[config.mk]
export PLATFORM = sky130hd
export DESIGN_NAME = sync_fifo_ctrl
export DESIGN_NICKNAME = d
export VERILOG_FILES = /design/src/rtl/sync_fifo_ctrl.sv
export SDC_FILE = /design/constraint.sdc
export NUM_CORES = 1
export LEC_CHECK = 0
export BUFFER_PORTS_ARGS = -buffer_cell sky130_fd_sc_hd__buf_4
export CORE_MARGIN = 2
export CORE_UTILIZATION = 40
export DETAILED_ROUTE_END_ITERATION = 8
export HOLD_SLACK_MARGIN = 0.03
export PLACE_DENSITY = 0.67
export SLEW_MARGIN = 30
export SYNTH_ARGS = -nofsm -noshare
export SYNTH_HDL_FRONTEND = slang
export SYNTH_SLANG_ARGS = --single-unit
[constraint.sdc]
create_clock -name clk -period 2.54 [get_ports clk]
set_clock_uncertainty 0.15 [all_clocks]
set_input_delay 0.508 -clock clk [delete_from_list [all_inputs] [get_ports clk]]
set_output_delay 0.508 -clock clk [all_outputs]
set_load 0.05 [all_outputs]
[src/rtl/sync_fifo_ctrl.sv]
// Synchronous FIFO controller driving an external dual-port RAM; pointers, registered status flags,
// overflow/underflow pulses and a read-data stage with latency 1 (comb RAM) or 2 (registered RAM).
module sync_fifo_ctrl #(
  parameter int ADDR_WIDTH       = 4,
  parameter int DATA_WIDTH       = 4,
  parameter int RAM_OUT_REG      = 0,
  parameter int ALMOST_FULL_NUM  = 12,
  parameter int ALMOST_EMPTY_NUM = 2
) (
  input  logic                  clk,
  input  logic                  rst,
  input  logic                  wr_en,
  input  logic [DATA_WIDTH-1:0] wr_data,
  input  logic                  rd_en,
  output logic [DATA_WIDTH-1:0] rd_data,
  output logic                  rd_valid,
  output logic                  full,
  output logic                  empty,
  output logic                  almost_full,
  output logic                  almost_empty,
  output logic [ADDR_WIDTH:0]   data_count,
  output logic                  overflow,
  output logic                  underflow,
  output logic                  ram_wr_en,
  output logic [ADDR_WIDTH-1:0] ram_wr_addr,
  output logic [DATA_WIDTH-1:0] ram_wr_data,
  output logic [ADDR_WIDTH-1:0] ram_rd_addr,
  input  logic [DATA_WIDTH-1:0] ram_rd_data
);

  localparam int PW = ADDR_WIDTH + 1;
  localparam logic [PW-1:0] AF_TH = PW'(ALMOST_FULL_NUM);
  localparam logic [PW-1:0] AE_TH = PW'(ALMOST_EMPTY_NUM);

  logic [PW-1:0] wr_ptr, rd_ptr;
  logic [PW-1:0] wr_ptr_nxt, rd_ptr_nxt, count_nxt;
  logic          wr_acc, rd_acc, full_nxt, rd_fire;

  assign wr_acc     = wr_en & ~full;
  assign rd_acc     = rd_en & ~empty;
  assign wr_ptr_nxt = wr_ptr + PW'(wr_acc);
  assign rd_ptr_nxt = rd_ptr + PW'(rd_acc);
  assign count_nxt  = wr_ptr_nxt - rd_ptr_nxt;
  assign full_nxt   = (wr_ptr_nxt[ADDR_WIDTH] != rd_ptr_nxt[ADDR_WIDTH]) &&
                      (wr_ptr_nxt[ADDR_WIDTH-1:0] == rd_ptr_nxt[ADDR_WIDTH-1:0]);

  assign ram_wr_en   = wr_acc;
  assign ram_wr_addr = wr_ptr[ADDR_WIDTH-1:0];
  assign ram_wr_data = wr_data;
  assign ram_rd_addr = rd_ptr[ADDR_WIDTH-1:0];

  // Status is computed from next-state pointers so every flag is a plain register.
  always_ff @(posedge clk or posedge rst) begin
    if (rst) begin
      wr_ptr       <= '0;
      rd_ptr       <= '0;
      data_count   <= '0;
      full         <= 1'b0;
      empty        <= 1'b1;
      almost_full  <= 1'b0;
      almost_empty <= 1'b1;
      overflow     <= 1'b0;
      underflow    <= 1'b0;
    end else begin
      wr_ptr       <= wr_ptr_nxt;
      rd_ptr       <= rd_ptr_nxt;
      data_count   <= count_nxt;
      full         <= full_nxt;
      empty        <= (wr_ptr_nxt == rd_ptr_nxt);
      almost_full  <= (count_nxt >= AF_TH);
      almost_empty <= (count_nxt <= AE_TH);
      overflow     <= wr_en & full;
      underflow    <= rd_en & empty;
    end
  end

  // A registered RAM presents the word one cycle after the address was sampled.
  if (RAM_OUT_REG != 0) begin : g_ram_reg
    logic rd_pend;
    always_ff @(posedge clk or posedge rst) begin
      if (rst) rd_pend <= 1'b0;
      else     rd_pend <= rd_acc;
    end
    assign rd_fire = rd_pend;
  end else begin : g_ram_comb
    assign rd_fire = rd_acc;
  end

  always_ff @(posedge clk or posedge rst) begin
    if (rst) begin
      rd_valid <= 1'b0;
      rd_data  <= '0;
    end else begin
      rd_valid <= rd_fire;
      if (rd_fire) rd_data <= ram_rd_data;
    end
  end

endmodule

; ---- Yosys cells after proc, flatten, opt, wreduce, memory -nomap -nowiden
; Cells that the tools add are included.
; Widths: inputs -> output; s select.
[word_totals]
inputBits = 12
reg_bits = 26
out_inout_bits = 29
[classes]
addsub = 3
bitwise_logic = 6
eq_ne = 3
magnitude_cmp = 2
reduce_logical = 1
[op_table]
columns = operator, n
row1 = $add 5x1->5, 2
row2 = $eq 5x5->1, 1
row3 = $ge 5x4->1 const B, 1
row4 = $le 5x2->1 const B, 1
row5 = $sub 5x5->5, 1
row6 = $and 1x1->1, 4
row7 = $eq 4x4->1, 1
row8 = $not 1->1, 2
row9 = $logic_and 1x1->1, 1
row10 = $ne 1x1->1, 1

; ---- Logic depth before layout (Yosys ltp)
; Gate-level depths: netlist of run 1.
[logic_depth]
word_depth = 5
ltp_mapped = 11
depth_no_buf = 11

; ---- Worst setup path after synthesis of run 1
; OpenSTA, ideal clock, no wires.
[synth_timing]
path_type = register -> register
from = reg empty
to = reg almost_full
path_stages_with_launch = 11
arrival_time_ns = 2.487
required_time_ns = 2.255
setup_time_ns = 0.135
setup_slack_ns = -0.232
path_cell_list = dfstp_2 -> nand3b_1 -> inv_1 -> ha_1 -> nor2b_1 -> nor2_1 -> ha_1 -> a211oi_2 -> o22ai_1 -> a211oi_1 -> o22ai_1
[synth_between]
elab_chain_len = 5
[synth_lines]
columns = item, line_no
row1 = "start, declared", 18  ; output logic empty,
row2 = "start signal, assigned", 69  ; empty <= (wr_ptr_nxt == rd_ptr_nxt);
row3 = $not 1->1, 40  ; assign rd_acc = rd_en & ~empty;
row4 = $and 1x1->1, 40
row5 = $add 5x1->5, 42  ; assign rd_ptr_nxt = rd_ptr + PW'(rd_acc);
row6 = net rd_ptr_nxt[1], 36  ; logic [PW-1:0] wr_ptr_nxt, rd_ptr_nxt, count_nxt;
row7 = $sub 5x5->5, 43  ; assign count_nxt = wr_ptr_nxt - rd_ptr_nxt;
row8 = $ge 5x4->1, 70  ; almost_full <= (count_nxt >= AF_TH);
row9 = "end signal, assigned", 70
row10 = "end, declared", 19  ; output logic almost_full,
; The timed path passes the listed nets, and every way through them passes these cells.
; A chain may end at the register's enable or synchronous reset.

; ---- Worst setup path after layout of run 1
; Ends and elaborated chain as after synthesis.

==> results.md, run 1 <==
- Initial antenna violation count: 0
- First-pass GRT wire length: 4370 um
- DRC errors left: 0
- CTS sink count: 26
- Req. time, crit path: 2640 ps
- Die Height: just over 60 um
- Diode count: 0
- Top-area cell type share of the netlist area: a little under half
- CP Data Arrival Time: 2530 ps
- Share of cells above drive strength 1: between 50 and 60%
- Final min period: ~2400 ps
- Initial DRT Pass Iterations: 4
- Post-synthesis register bit count: 26
- HPWL Detailed: approximately 2100 um
- Routed vias/inst: 4.74
- Setup violators final: 0
- YS warnings: 0
- P&R area growth vs syn: 35.9%
- Commonest non-fill, non-tap cell in the layout: buf_4
- Via Count: 938
- Final hold violations: 0
- Fill cells: 280
- Register area: between 600 and 700 um2
- Ys flop type: dfrtp_1
- Nets: roughly 170
- Die area: ~0.0038 mm2
- Port-buffer cells: 32
- Num CTS Buffers: 3
- Crit Path Category: flip-flop to flip-flop
- Fmax: 411 MHz
- Status: finished, final reports clean
- Setup TNS: 0 ps
- Number of synthesized flops with an enable pin: 0
- Unrepaired setup endpoints after global routing: true
- Tcrit/Tclk final: 95.8%
- Cell area after synthesis: 0.00133 mm2
- DR iter-0 viols: 14
- Delay of the slowest critical-path stage: 560 ps
- CTS tree: done
- Worst Max-Slew Pin Slew: ~440 ps
- Synth cell types: 40
- Final Max Slew Viols: 0
- DR WL/cell: 13.7 um
- Syn Nets: around 130
- Synth top area cells: dfrtp_1 45%, buf_4 6.8%, dfstp_2 3.9%
- Later-pin clock latency in the skew report: 320 ps
- Post-Route WL: 2710 um
- Mapped Cells: around 120
- Rel. slew slack: ~70%
- Placeable Area: 0.00310 mm2
- Share of async-settable or async-resettable flops after synthesis: 100%
- Chip width: 61.7 um
- Final ANT Viol Nets: 0
- H-Tree Depth: 1
- Most used cell, CP: ha_4
- Routability cong.: 0.841
- CTS max path bufs: 2
- Overall routing resource usage: 16.1%
- Largest net degree at the start of global routing: 17
- Critical path launch point type: flip-flop
- Vias in the first global route: 948
- Rows: 20
- Area of the multi-input gates: around 660 um2
- Largest area contributor in the netlist: dfrtp_1
- Worst Hold Class: primary input to flip-flop
- CTS root buf: clkbuf_4
- Nature of the critical path endpoint: flip-flop
- Most frequent cells in the layout: 45 x buf_4, 23 x dfrtp_1, 9 x inv_1
- Crit-path cells: nand3b_1, inv_2, ha_4, nor2b_4, nor2_2, ha_4, a211oi_4, o22ai_2, buf_4, o211a_1, o22ai_1
- Highest net fanout along the worst path: 3
- Post-synthesis sequential area ratio: 49.1%
- GRT overflow: 0
- Clock transition at path regs: 140 ps
- Max_cap viols: 0
- Initial Util: 42.9%
- CP max stage cell: dfstp_2
- # IOs: 41
- Syn_area_per_cell: 11.4 um2
[through the flow]
stage               instances  util [%]  area, um2  worst slack (ps)  hold WS [ps]
floorplan                 117         -       1430             -23.5           328
global placement          188      54.4       1690              46.0           342
detailed placement        188      54.4       1690             -27.6           345
CTS                       193      55.8       1730              47.1           245
global route              198      58.3       1810             -10.5           228
finish                    198      58.3       1810               107           255
[worst max-delay path: cells and delay by family, from the launching register on]
kind	cells	cell delay [ps]
AOI/OAI and AO/OA	4	650
DFF	1	560
adders and majority gates	2	440
and+or+nand+nor	3	360
buffers and inverters	2	210
[worst paths after layout]
| check | slack (ps) | from | endpoint | depth (start not counted) |
|---|---|---|---|---|
| worst max register to register | 110 | empty$_DFF_PP1_ | almost_full$_DFF_PP0_ | 11 |
| min in group asynchronous | 580 | rst | underflow$_DFF_PP0_ | 3 |
| worst min register to register | 370 | rd_data[3]$_DFFE_PP0P_ | rd_data[3]$_DFFE_PP0P_ | 1 |
| worst min-delay path | 250 | ram_rd_data[1] | rd_data[1]$_DFFE_PP0P_ | 2 |
| max in group asynchronous | 1020 | rst | empty$_DFF_PP1_ | 4 |
| worst max-delay path | 110 | empty$_DFF_PP1_ | almost_full$_DFF_PP0_ | 11 |
[registers in the layout (all words and copies together) (netlist names)]
register and cells:
data_count 5, rd_ptr 5, wr_ptr 5, rd_data 4
almost_empty 1, almost_full 1, empty 1, full 1
overflow 1, rd_valid 1, underflow 1
[logic make-up (layout without fill, tap and decap cells)]
logic type      after synthesis  after routing  synth area share [%]
simple gates                 31             31                  14.7
flops                        26             26                  49.1
fa+ha+maj                     4              4                  3.76
compound gates               13             13                  8.46
xor+xnor                     11             11                  8.93
buf+inv                      27             64                  11.0
mux                           5              5                  4.14
[area by class of cell]
| cell class | instances | area share, % |
|---|---|---|
| multi-input combinational | 64 | 36.4 |
| sequential | 26 | 36.2 |
| timing repair buffer | 46 | 19.2 |
| inverter | 14 | 3.11 |
| tap | 44 | 3.04 |
| clock buffer | 4 | 2.01 |
[cells in the mapped netlist, types with 2 or more instances]
cell type,number
nand2_1,4
o211a_1,2
a211oi_2,2
o22ai_1,2
nor2_1,8
nor2b_1,2
xor2_1,3
nand3_1,4
dfrtp_1,24
ha_1,4
xnor2_1,6
buf_4,12
mux2_2,4
inv_1,13
dfstp_2,2
[per-layer routing]
metal	vias to the layer above	GRT usage, %	share of wire, %
li1	447	-	-
met1	458	20.1	42
met2	31	27.1	51
met3	2	3.31	6.3
met4	0	6.99	0.89
met5	-	0	0
[repair_timing]
| item | 4_1_cts | 5_1_grt |
|---|---|---|
| hold buffers | 1 | 0 |
| resized for setup | 0 | 9 |
| endpoints found under the hold margin | 9 | 0 |
| buffers inserted | 0 | 5 |
| endpoints found under the setup margin | 0 | 4 |
Power of run 1 is left out: the tool's default activity adds up to more than one toggle a clock period on the data nets, which glitch-free logic cannot reach.
==> run 2: changes to the inputs <==
--- a/config.mk
+++ b/config.mk
@@ -8,6 +8,7 @@
 export BUFFER_PORTS_ARGS = -buffer_cell sky130_fd_sc_hd__buf_4
 export CORE_MARGIN = 2
 export CORE_UTILIZATION = 40
+export CTS_BUF_LIST = sky130_fd_sc_hd__clkbuf_4
 export DETAILED_ROUTE_END_ITERATION = 8
 export HOLD_SLACK_MARGIN = 0.03
 export PLACE_DENSITY = 0.67
==> results.md, run 2 (synthesis results as in run 1) <==
- Status: finished, final reports clean (unchanged)
- DR WL/cell: 13.4 um (was 13.7 um)
- CTS root buf: clkbuf_4 (unchanged)
- Worst Hold Class: primary input to flip-flop (unchanged)
- Setup violators final: 0 (unchanged)
- Routed vias/inst: 4.72 (was 4.74)
- First-pass GRT wire length: 4370 um (unchanged)
- Diode count: 0 (unchanged)
- Fmax: 411 MHz (about the same)
- Chip width: 61.7 um (unchanged)
- Rows: 20 (unchanged)
- GRT overflow: 0 (unchanged)
- Highest net fanout along the worst path: 3 (unchanged)
- Initial Util: 42.9% (unchanged)
- Initial antenna violation count: 0 (unchanged)
- R2R depth: 11 (unchanged)
- Most used cell, CP: ha_4 (unchanged)
- Initial DRT Pass Iterations: 4 (unchanged)
- Die Height: 61.7 um (unchanged)
- Share of cells above drive strength 1: 57.8% (unchanged)
- Critical path's top delay family: compound AO/OA/AOI/OAI gates (unchanged)
- Die area: 0.00381 mm2 (unchanged)
- Most frequent cells in the layout: 45 x buf_4, 23 x dfrtp_1, 9 x inv_1 (unchanged)
- Worst Max-Slew Pin Slew: 443 ps (about the same)
- P&R area growth vs syn: 35.4% (was 35.9%)
- DR iter-0 viols: 22 (was 14)
- FF-to-FF End: almost_full$_DFF_PP0_ (unchanged)
- Clock transition at path regs: 140 ps (about the same)
- Final min period: 2440 ps (was 2430 ps)
- Num CTS Buffers: 3 (unchanged)
- Vias in the first global route: 956 (was 948)
- Port-buffer cells: 32 (unchanged)
- Final hold violations: 0 (unchanged)
- Hold Crit Depth: 2 (unchanged)
- Largest net degree at the start of global routing: 17 (unchanged)
- Nature of the critical path endpoint: flip-flop (unchanged)
- R2r setup slk: 100 ps (was 110 ps)
- HPWL Detailed: 2140 um (unchanged)
- CP max stage cell: dfstp_2 (unchanged)
- Req. time, crit path: 2640 ps (about the same)
- Setup TNS: 0 ps (unchanged)
- Final ANT Viol Nets: 0 (unchanged)
- Unrepaired setup endpoints after global routing: true (unchanged)
- RR Startpoint: empty$_DFF_PP1_ (unchanged)
- H-Tree Depth: 1 (unchanged)
- Crit-path cells: nand3b_1, inv_2, ha_4, nor2b_4, nor2_2, ha_4, a211oi_4, o22ai_2, buf_4, o211a_1, o22ai_1 (unchanged)
- CP bufs+invs: 2 (unchanged)
- # IOs: 41 (unchanged)
- Overall routing resource usage: 16.1% (about the same)
- CTS tree: done (unchanged)
- Placeable Area: 0.00310 mm2 (unchanged)
- DRC errors left: 0 (unchanged)
- Final Max Slew Viols: 0 (unchanged)
- Tcrit/Tclk final: 95.9% (was 95.8%)
- Later-pin clock latency in the skew report: 320 ps (about the same)
- Max_cap viols: 0 (unchanged)
- Rel. slew slack: 70.3% (about the same)
- Commonest non-fill, non-tap cell in the layout: buf_4 (unchanged)
- Routability cong.: 0.841 (unchanged)
- CTS sink count: 26 (unchanged)
- Delay of the slowest critical-path stage: 560 ps (about the same)
- Crit Path Category: flip-flop to flip-flop (unchanged)
- Critical path launch point type: flip-flop (unchanged)
- Post-Route WL: 2660 um (was 2710 um)
- Hold Crit Start: ram_rd_data[1] (unchanged)
- CP Data Arrival Time: 2540 ps (was 2530 ps)
- Via Count: 934 (was 938)
- Regs by FF count: data_count: 5 flops, rd_ptr: 5 flops, wr_ptr: 5 flops (unchanged)
- CTS max path bufs: 2 (unchanged)
- Nets: 171 (unchanged)
- Hold worst-path end: rd_data[1]$_DFFE_PP0P_ (unchanged)
## run 2: area by class of cell
class                           instances  area [um2]
Multi-Input combinational cell         64         663
Clock inverter                          1        3.75
Timing Repair Buffer                   46         348
Tap cell                               44        55.1
Inverter                               14        56.3
Sequential cell                        26         654
Fill cell                             278        1300
Clock buffer                            3        22.5
## run 2: worst max-delay path by stage
stage                          from               endpoint  depth (start not counted)
finish              empty$_DFF_PP1_  almost_full$_DFF_PP0_                         11
global route        empty$_DFF_PP1_  almost_full$_DFF_PP0_                         11
CTS                 empty$_DFF_PP1_  almost_full$_DFF_PP0_                         10
detailed placement            wr_en  almost_full$_DFF_PP0_                         11
global placement              wr_en  almost_full$_DFF_PP0_                          9
floorplan            full$_DFF_PP0_        empty$_DFF_PP1_                          8
## run 2: stage by stage
| step | setup WS [ps] | std cells | util [%] | area, um2 | hold WS [ps] |
|---|---|---|---|---|---|
| 2_1_floorplan | -23.5 | 117 | - | 1430 | 328 |
| 3_3_place_gp | 46.0 | 188 | 54.4 | 1690 | 342 |
| 3_5_place_dp | -27.6 | 188 | 54.4 | 1690 | 345 |
| 4_1_cts | 57.6 | 193 | 55.5 | 1720 | 245 |
| 5_1_grt | -10.6 | 198 | 58.1 | 1800 | 228 |
| 6_report | 104 | 198 | 58.1 | 1800 | 254 |
## run 2: timing repair
action                                  4_1_cts  5_1_grt
gates resized for setup                       0        8
endpoints found under the setup margin        0        4
setup buffers                                 0        5
hold buffers                                  1        0
endpoints found under the hold margin         9        0
## run 2: per-layer routing
layer	up-vias	global-route usage (%)	wire length, um
li1	446	-	-
met1	453	19.7	1120
met2	31	27.4	1340
met3	4	3.31	164
met4	0	6.99	33
met5	-	0	0
Power of run 2 is left out for the same reason.
